File: src/rtl/udiv_pkg.sv
// Shared types and sizing for the sequential 2*DW/DW unsigned restoring divider.
package udiv_pkg;

  typedef enum logic [1:0] {
    IDLE = 2'd0,
    CALC = 2'd1,
    DONE = 2'd2
  } state_t;

  localparam int DW_DEFAULT = 8;
  localparam int CNT_W      = $clog2(DW_DEFAULT);

endpackage

File: src/rtl/udiv_step.sv
// One restoring-division step: shift the next dividend bit into the partial
// remainder and subtract the divisor when it fits.
module udiv_step #(
  parameter int DW = 8
) (
  input  logic [DW:0]   rem_in,
  input  logic          bit_in,
  input  logic [DW-1:0] divisor,
  output logic [DW:0]   rem_out,
  output logic          q_bit
);

  logic [DW:0] t;

  // Trial subtraction; a set top remainder bit means the shifted value already exceeds any divisor.
  always_comb begin
    t = {rem_in[DW-1:0], bit_in};
    if (rem_in[DW] || (t >= {1'b0, divisor})) begin
      rem_out = t - {1'b0, divisor};
      q_bit   = 1'b1;
    end else begin
      rem_out = t;
      q_bit   = 1'b0;
    end
  end

endmodule

File: src/rtl/seq_udiv_16by8.sv
// Sequential unsigned divider, 2*DW-bit dividend by DW-bit divisor, one quotient
// bit per cycle, valid/ready on both sides.
module seq_udiv_16by8
  import udiv_pkg::*;
#(
  parameter int DW = DW_DEFAULT
) (
  input  logic            clk,
  input  logic            rst_n,
  input  logic            in_valid,
  output logic            in_ready,
  input  logic [2*DW-1:0] dividend,
  input  logic [DW-1:0]   divisor,
  output logic            out_valid,
  input  logic            out_ready,
  output logic [DW-1:0]   quotient,
  output logic [DW-1:0]   remainder,
  output logic            div_zero,
  output logic            ovf
);

  localparam int CW = (DW == DW_DEFAULT) ? CNT_W : $clog2(DW);

  state_t        state, next_state;
  logic [DW:0]   rem;
  logic [DW-1:0] quo;
  logic [DW-1:0] dvsr;
  logic [CW-1:0] cnt;
  logic [DW:0]   rem_next;
  logic          q_bit;
  logic          accept;
  logic          is_zero;
  logic          is_ovf;
  logic          last_step;

  assign accept    = in_valid & in_ready;
  assign is_zero   = (divisor == {DW{1'b0}});
  assign is_ovf    = (dividend[2*DW-1:DW] >= divisor);
  assign last_step = (cnt == CW'(DW - 1));

  udiv_step #(.DW(DW)) u_step (
    .rem_in  (rem),
    .bit_in  (quo[DW-1]),
    .divisor (dvsr),
    .rem_out (rem_next),
    .q_bit   (q_bit)
  );

  // State register plus registered handshake flags derived from the next state.
  always_ff @(posedge clk or negedge rst_n) begin
    if (!rst_n) begin
      state     <= IDLE;
      in_ready  <= 1'b0;
      out_valid <= 1'b0;
    end else begin
      state     <= next_state;
      in_ready  <= (next_state == IDLE);
      out_valid <= (next_state == DONE);
    end
  end

  // Next-state logic; special operands bypass CALC straight to DONE.
  always_comb begin
    next_state = state;
    case (state)
      IDLE: begin
        if (accept) begin
          if (is_zero || is_ovf) begin
            next_state = DONE;
          end else begin
            next_state = CALC;
          end
        end else begin
          next_state = IDLE;
        end
      end
      CALC: begin
        if (last_step) begin
          next_state = DONE;
        end else begin
          next_state = CALC;
        end
      end
      DONE: begin
        if (out_ready) begin
          next_state = IDLE;
        end else begin
          next_state = DONE;
        end
      end
      default: next_state = IDLE;
    endcase
  end

  // Operand capture, iteration and result registers; results only change on completion.
  always_ff @(posedge clk or negedge rst_n) begin
    if (!rst_n) begin
      rem       <= '0;
      quo       <= '0;
      dvsr      <= '0;
      cnt       <= '0;
      quotient  <= '0;
      remainder <= '0;
      div_zero  <= 1'b0;
      ovf       <= 1'b0;
    end else begin
      case (state)
        IDLE: begin
          if (accept) begin
            dvsr <= divisor;
            if (is_zero) begin
              quotient  <= {DW{1'b1}};
              remainder <= dividend[DW-1:0];
              div_zero  <= 1'b1;
              ovf       <= 1'b0;
            end else if (is_ovf) begin
              quotient  <= {DW{1'b1}};
              remainder <= '0;
              div_zero  <= 1'b0;
              ovf       <= 1'b1;
            end else begin
              rem <= {1'b0, dividend[2*DW-1:DW]};
              quo <= dividend[DW-1:0];
              cnt <= '0;
            end
          end
        end
        CALC: begin
          rem <= rem_next;
          quo <= {quo[DW-2:0], q_bit};
          cnt <= cnt + CW'(1);
          if (last_step) begin
            quotient  <= {quo[DW-2:0], q_bit};
            remainder <= rem_next[DW-1:0];
            div_zero  <= 1'b0;
            ovf       <= 1'b0;
          end
        end
        default: begin
          rem <= rem;
        end
      endcase
    end
  end

endmodule

File: config.mk
export PLATFORM = sky130hd
export DESIGN_NAME = seq_udiv_16by8
export DESIGN_NICKNAME = d
export VERILOG_FILES = /design/src/rtl/udiv_pkg.sv /design/src/rtl/udiv_step.sv /design/src/rtl/seq_udiv_16by8.sv
export SDC_FILE = /design/constraint.sdc
export NUM_CORES = 1
export LEC_CHECK = 0
export ABC_CLOCK_PERIOD_IN_PS = 2100
export CORE_AREA = 2 2 81 83
export CTS_CLUSTER_DIAMETER = 40
export DETAILED_ROUTE_END_ITERATION = 10
export DIE_AREA = 0 0 83 85
export PLACE_DENSITY = 0.72
export SYNTH_ARGS = -nofsm -noshare
export SYNTH_HDL_FRONTEND = slang
export SYNTH_SLANG_ARGS = --single-unit
File: constraint.sdc
create_clock -name clk -period 2.1 [get_ports clk]
set_input_delay 0.315 -clock clk [delete_from_list [all_inputs] [get_ports clk]]
set_output_delay 0.315 -clock clk [all_outputs]
set_load 0.02 [all_outputs]
== Yosys cells after proc, flatten, opt, wreduce, memory -nomap -nowiden ==
Index checks and enable logic that the tools add are counted.

* Output and inout port bits: 20
* Word-level logic and storage cells: 72
* Register bits after elaboration: 50
* Input port bits: 28

* $lt $le $gt $ge: 2
* Add/subtract/negate cells: 2
* Bitwise logic cells: 1
* Multiplexer cells: 38
* Reduce and logical (&&, ||, !) cells: 9
* Eq/ne operators: 9

{| class="wikitable"
|+ Operator list
! cell !! number
|-
| 8-bit two-way mux || 11
|-
| 8-bit one-hot mux with 2 select lines || 3
|-
| 9-bit two-way mux || 4
|-
| 9-bit one-hot mux with 2 select lines || 1
|-
| 9-bit by 8-bit greater-or-equal comparator with 1-bit output || 1
|-
| 3-bit two-way mux || 3
|-
| 9-bit by 8-bit subtractor with 9-bit output || 1
|-
| 8-bit greater-or-equal comparator || 1
|-
| 8-bit zero test || 1
|-
| 1-bit two-way mux || 8
|-
| 2-bit two-way mux || 4
|-
| 2-bit != test (second input constant) || 4
|-
| 4-bit AND reduction || 2
|-
| 2-bit one-hot mux with 3 select lines || 1
|-
| 3-bit one-hot mux with 2 select lines || 1
|-
| 2-bit equality test (second input constant) || 2
|-
| 2-bit zero test || 2
|-
| 1-bit one-hot mux with 2 select lines || 2
|-
| 3-bit by 1-bit adder with 3-bit output (second input constant) || 1
|-
| 3-bit equality test (second input constant) || 1
|-
| 3-bit != test (second input constant) || 1
|-
| 2-bit by 1-bit equality test with 1-bit output (second input constant) || 1
|-
| 1-bit logical OR || 2
|-
| 2-bit AND reduction || 1
|-
| 2 further kinds || 2
|}

== Depth between registers and ports, before layout ==
* Word-level depth: 6
* Gate-level depth with buffers: 9

== Cells and area by module ==
A second synthesis with hierarchy kept.

* Cells, all modules: 292
* Area, all modules: 3032.9 µm²

{| class="wikitable"
|+ By module, submodules not included
! module !! sequential area each (µm²) !! area each (µm²) !! cells each !! times used
|-
| seq_udiv_16by8 || 1251.2 || 2504.9 || 217 || 1
|-
| udiv_step || 0.0 || 528.0 || 75 || 1
|}

== Worst setup path before layout ==
No wires, ideal clock.

* Kind: reg-to-reg
* Start point: register rem[1]
* End point: register remainder[1]
* Required time: 2.013 ns
* Setup time: 0.087 ns
* Period minus slack after synthesis: 2.114 ns
* Buffers on the path: 1
* Arrival time: 2.027 ns
* Stages on the path, launching flop included: 9
* Slack: -0.014 ns
* Cell sequence: dfrtp_1 ha_1 o211ai_1 a21oi_1 o211ai_1 nor2b_1 buf_2 mux2_2 o211ai_1

* Word-level cells in the longest chain between the ends: 5

{| class="wikitable"
|+ RTL lines
! what !! RTL line !! source
|-
| start, declared || seq_udiv_16by8.sv:25 || <nowiki>logic [DW:0] rem;</nowiki>
|-
| start signal, assigned || seq_udiv_16by8.sv:122 || <nowiki>rem <= {1'b0, dividend[2*DW-1:DW]};</nowiki>
|-
| start signal, assigned || seq_udiv_16by8.sv:129 || <nowiki>rem <= rem_next;</nowiki>
|-
| start signal, assigned || seq_udiv_16by8.sv:140 || <nowiki>rem <= rem;</nowiki>
|-
| 9-bit by 8-bit greater-or-equal comparator with 1-bit output || udiv_step.sv:18 || <nowiki>if (rem_in[DW] || (t >= {1'b0, divisor})) begin</nowiki>
|-
| 1-bit logical OR || udiv_step.sv:18 ||
|-
| 9-bit two-way mux || udiv_step.sv:18 ||
|-
| 8-bit two-way mux || seq_udiv_16by8.sv:132 || <nowiki>if (last_step) begin</nowiki>
|-
| 8-bit one-hot mux with 2 select lines || seq_udiv_16by8.sv:107 || <nowiki>case (state)</nowiki>
|-
| end signal, assigned || seq_udiv_16by8.sv:113 || <nowiki>remainder <= dividend[DW-1:0];</nowiki>
|-
| end signal, assigned || seq_udiv_16by8.sv:134 || <nowiki>remainder <= rem_next[DW-1:0];</nowiki>
|-
| end, declared || seq_udiv_16by8.sv:17 || <nowiki>output logic [DW-1:0] remainder,</nowiki>
|}

Every way passes these cells. The select of a mux whose other input is x is not followed.
A chain may end at the register's enable or synchronous reset.

== Final worst setup path ==
* Start point: register rem[1]
* End point: register rem[1]

* Word-level cells in the longest chain between the ends: 4

{| class="wikitable"
|+ RTL lines
! what !! RTL line
|-
| 9-bit by 8-bit greater-or-equal comparator with 1-bit output || udiv_step.sv:18
|-
| 1-bit logical OR || udiv_step.sv:18
|-
| 9-bit two-way mux || udiv_step.sv:18
|-
| 9-bit one-hot mux with 2 select lines || seq_udiv_16by8.sv:107
|}

Every way passes these cells.

==> results.yml <==
outcome:
  outcome: "complete, but fails checks"
  violations: "setup timing"
routing:
  drt-wirelength-per-cell_um: 16.6
  routed_wirelength_um: 8240
  drt-initial-drc-count: 178
  viasPerCell: 5.38
  final_antenna_net_count: 0
  drc: 0
  vias: 2676
  firstDrtPassIters: 4
critical_path:
  worstSetupPathType: "flip-flop to flip-flop"
  crit_path_top_delay_cell: "dfrtp_1"
  cp_data_required_time_ns: 2.33
  slowest_delay_ns: 0.43
  crit_arrival_ns: 2.39
  cpMostUsedCell: "o211ai_1"
  endpoint_kind: "flip-flop"
  path_max_fanout: 7
  path_cells: "ha_4, o211ai_1, a21oi_2, o211ai_1, nor2b_4, buf_6, mux2_4, mux2i_1"
  start_kind: "flip-flop"
floorplanning:
  die_w_um: 83
  fp-row-count: 29
  core_mm2: 0.00620
  ios: 48
  die_h_um: 85
  start_util: 0.465
  die-area_mm2: 0.00706
grt:
  grt_pass1_wl_um: 13400
  antenna_found_initial: 0
  grt_util_all_layers: 0.238
  overflow: 0
  grt_pass1_vias: 2756
  grt_max_degree: 29
clock_network:
  clock_path_buffers: 2
  htree_num_levels: 2
  clock_latency_ns: 0.31
  cts.clk_slew.worst_paths_ns: 0.10
  cts.sinks: 50
  cts_buffers: 5
  cts_root_buf: "clkbuf_8"
  cts_tree: "built"
pwr:
  peakVddDrop_mv: 0.749
  sw_frac_of_total: 0.422
  power_density_mw_per_mm2: 1600
  comb_power_share: 0.666
  seqPwrFrac: 0.250
  p_leak_nw: 1.99
  power_frac_clock: 0.084
  switching_power_w: 0.00292
  intPower_w: 0.00399
logic_synthesis:
  ys_seq_area_frac: 0.433
  synth_flop_cell: "dfrtp_1"
  yosys_register_bits: 50
  syn_area_per_cell_um2: 9.50
  syn_inst: 304
  synth_edf_count: 0
  synthesis.nets: 351
  ys_async_sr_fraction: 1.00
  yosys-top-cells-area: "dfrtp_1 (43%), ha_1 (7.8%), mux2i_1 (6.9%), nand2_1 (6.0%), inv_1 (3.6%)"
  yosysTopAreaCellShare: 0.433
  netlist_area_mm2: 0.00289
  yosys.area.top_type: "dfrtp_1"
  yosysUniqueCellTypes: 45
  yosysWarnings: 0
sta:
  rsz0062_at_grt: "yes"
  tightest_slew_ns: 0.631
  fin_crit_sh: 1.03
  slew_headroom: 0.579
  drv_slew: 0
  clock.fmax_mhz: 461
  fin_crit_ns: 2.17
  final-setup-viol-count: 13
  setup_slack_ns: -0.0671
  clock_skew_ns: 0.00722
  hold_viol_final: 0
placement:
  dp_hpwl_um: 5650
  placed_cells: 474
  port_buffers: 47
  preCtsSetupSlack_ns: -0.645
  gp_congestion: 0.883
final_layout:
  finalNetCount: 466
  finalNonFillerCells: 497
  layout-drive-gt1-share: 0.326
  num_antenna_cells: 0
  post-route-util: 0.695
  area_growth_pct: 49.3
flow_run:
  drv_cap: 0
min_path:
  holdCritPathClass: "input port to async pin"
## per-layer routing
| layer | part of all wire | GRT usage | wire, µm | up-vias |
|---|---|---|---|---|
| li1 | - | - | - | 1295 |
| met1 | 0.42 | 0.292 | 3470 | 1277 |
| met3 | 0.051 | 0.0418 | 421 | 14 |
| met2 | 0.51 | 0.426 | 4180 | 90 |
| met5 | 0 | 0 | 0 | - |
| met4 | 0.020 | 0.0805 | 162 | 0 |
## cell type report
class	count	area [µm²]
Tap cell	77	96.3
Clock buffer	5	68.8
Timing Repair Buffer	121	1050
Fill cell	475	1890
Multi-Input combinational cell	213	1710
Clock inverter	3	21.3
Sequential cell	50	1250
Inverter	28	105
## cells by family (layout without fill, tap and decap cells)
logic type | Yosys count | count (layout) | share of synthesized area
adders and majority gates | 19 | 19 | 0.0849
AOI/OAI and AO/OA | 67 | 67 | 0.156
xor gates and xnor gates | 5 | 5 | 0.0152
buffers and inverters | 41 | 157 | 0.0572
muxes | 25 | 25 | 0.0888
and+or+nand+nor | 97 | 97 | 0.164
DFF | 50 | 50 | 0.433
## through the flow
stage | instance area [µm²] | TNS [ns] | hold slack, ns | power (W)
final | 4310 | -0.527 | 0.0110 | 0.00692
after global routing | 4310 | -2.17 | 0.0415 | 0.00738
after CTS | 4280 | 0 | 0.0336 | 0.00652
after detailed placement | 3870 | -21.73 | 0.374 | 0.00543
after global placement | 3870 | -20.55 | 0.362 | 0.00530
after floorplan | 2890 | 0 | 0.0194 | 0.00392
## power groups by stage
stage / clock network (W) / registers (W) / logic [W]
final: 0.000582 / 0.00173 / 0.00461
after detailed placement: 0 / 0.00170 / 0.00373
after CTS: 0.000593 / 0.00170 / 0.00423
after global routing: 0.000624 / 0.00177 / 0.00499
after global placement: 0 / 0.00169 / 0.00361
after floorplan: 0 / 0.00178 / 0.00214
## flip-flops by register name, indices dropped and copies added, names as in the netlist
register	flops
rem	9
dvsr	8
quo	8
quotient	8
remainder	8
cnt	3
state	2
div_zero	1
in_ready	1
out_valid	1
ovf	1
## worst paths after layout
path	start	end	slack (ns)	depth (start not counted)
max	rem[1]$_DFFE_PN0P_	rem[1]$_DFFE_PN0P_	-0.07	8
max reg2reg	rem[1]$_DFFE_PN0P_	rem[1]$_DFFE_PN0P_	-0.07	8
min reg2reg	remainder[1]$_DFFE_PN0P_	remainder[1]$_DFFE_PN0P_	0.51	2
min in group clk	divisor[5]	dvsr[5]$_DFFE_PN0P_	0.31	4
min	rst_n	remainder[3]$_DFFE_PN0P_	0.01	1
max in group asynchronous	rst_n	ovf$_DFFE_PN0P_	1.50	2
## worst max-delay path: cells and delay by family, from the launching register on
family | cells | cell delay (ns)
muxes | 2 | 0.49
buffers and inverters | 1 | 0.16
adders and majority gates | 1 | 0.25
DFF | 1 | 0.43
and+or+nand+nor | 1 | 0.20
AOI/OAI and AO/OA | 3 | 0.54
## repair_timing
item                       CTS  global route
gates resized for setup     71            25
hold endpoints to repair     0             0
setup endpoints to repair   38            32
gates cloned                 2             0
pin swaps                   16             8
hold buffers                 0             0
buffers inserted            12             2
## cells in the final DEF, fill, tap and decap left out, types with 3 or more instances in the layout
cell / instances
buf_4: 64
dfrtp_1: 49
nand2_1: 46
clkdlybuf4s50_1: 30
inv_1: 22
o21ai_0: 17
mux2i_1: 17
nor2_1: 12
a21oi_1: 11
ha_4: 10
nor3_1: 8
o211ai_1: 8
a31oi_1: 8
nand3b_1: 7
inv_2: 6
ha_1: 6
clkbuf_2: 6
buf_6: 6
clkbuf_8: 5
clkdlybuf4s15_1: 5
nor2b_1: 4
xnor2_1: 4
buf_2: 4
nand2b_1: 3
nand4_1: 3
o21ai_1: 3
a21oi_2: 3
mux2_2: 3
buf_12: 3
## cells in the mapped netlist (2+ instances only)
master and instances:
nor3_1 10, mux2i_1 20, a31oi_1 8, buf_2 3, o21ai_0 19, xnor2_1 4
nor2b_1 6, a21o_1 2, inv_1 28, nand3_1 2, o211ai_1 8, nor2_1 12
ha_1 18, nand3b_1 7, nand2b_1 4, nand4_1 3, clkbuf_1 8, nand2_1 46
nor4_1 2, o2111ai_1 2, dfrtp_1 50, a21oi_1 14, a21boi_0 2, mux2_2 5
(Power assumes the default switching activity.)
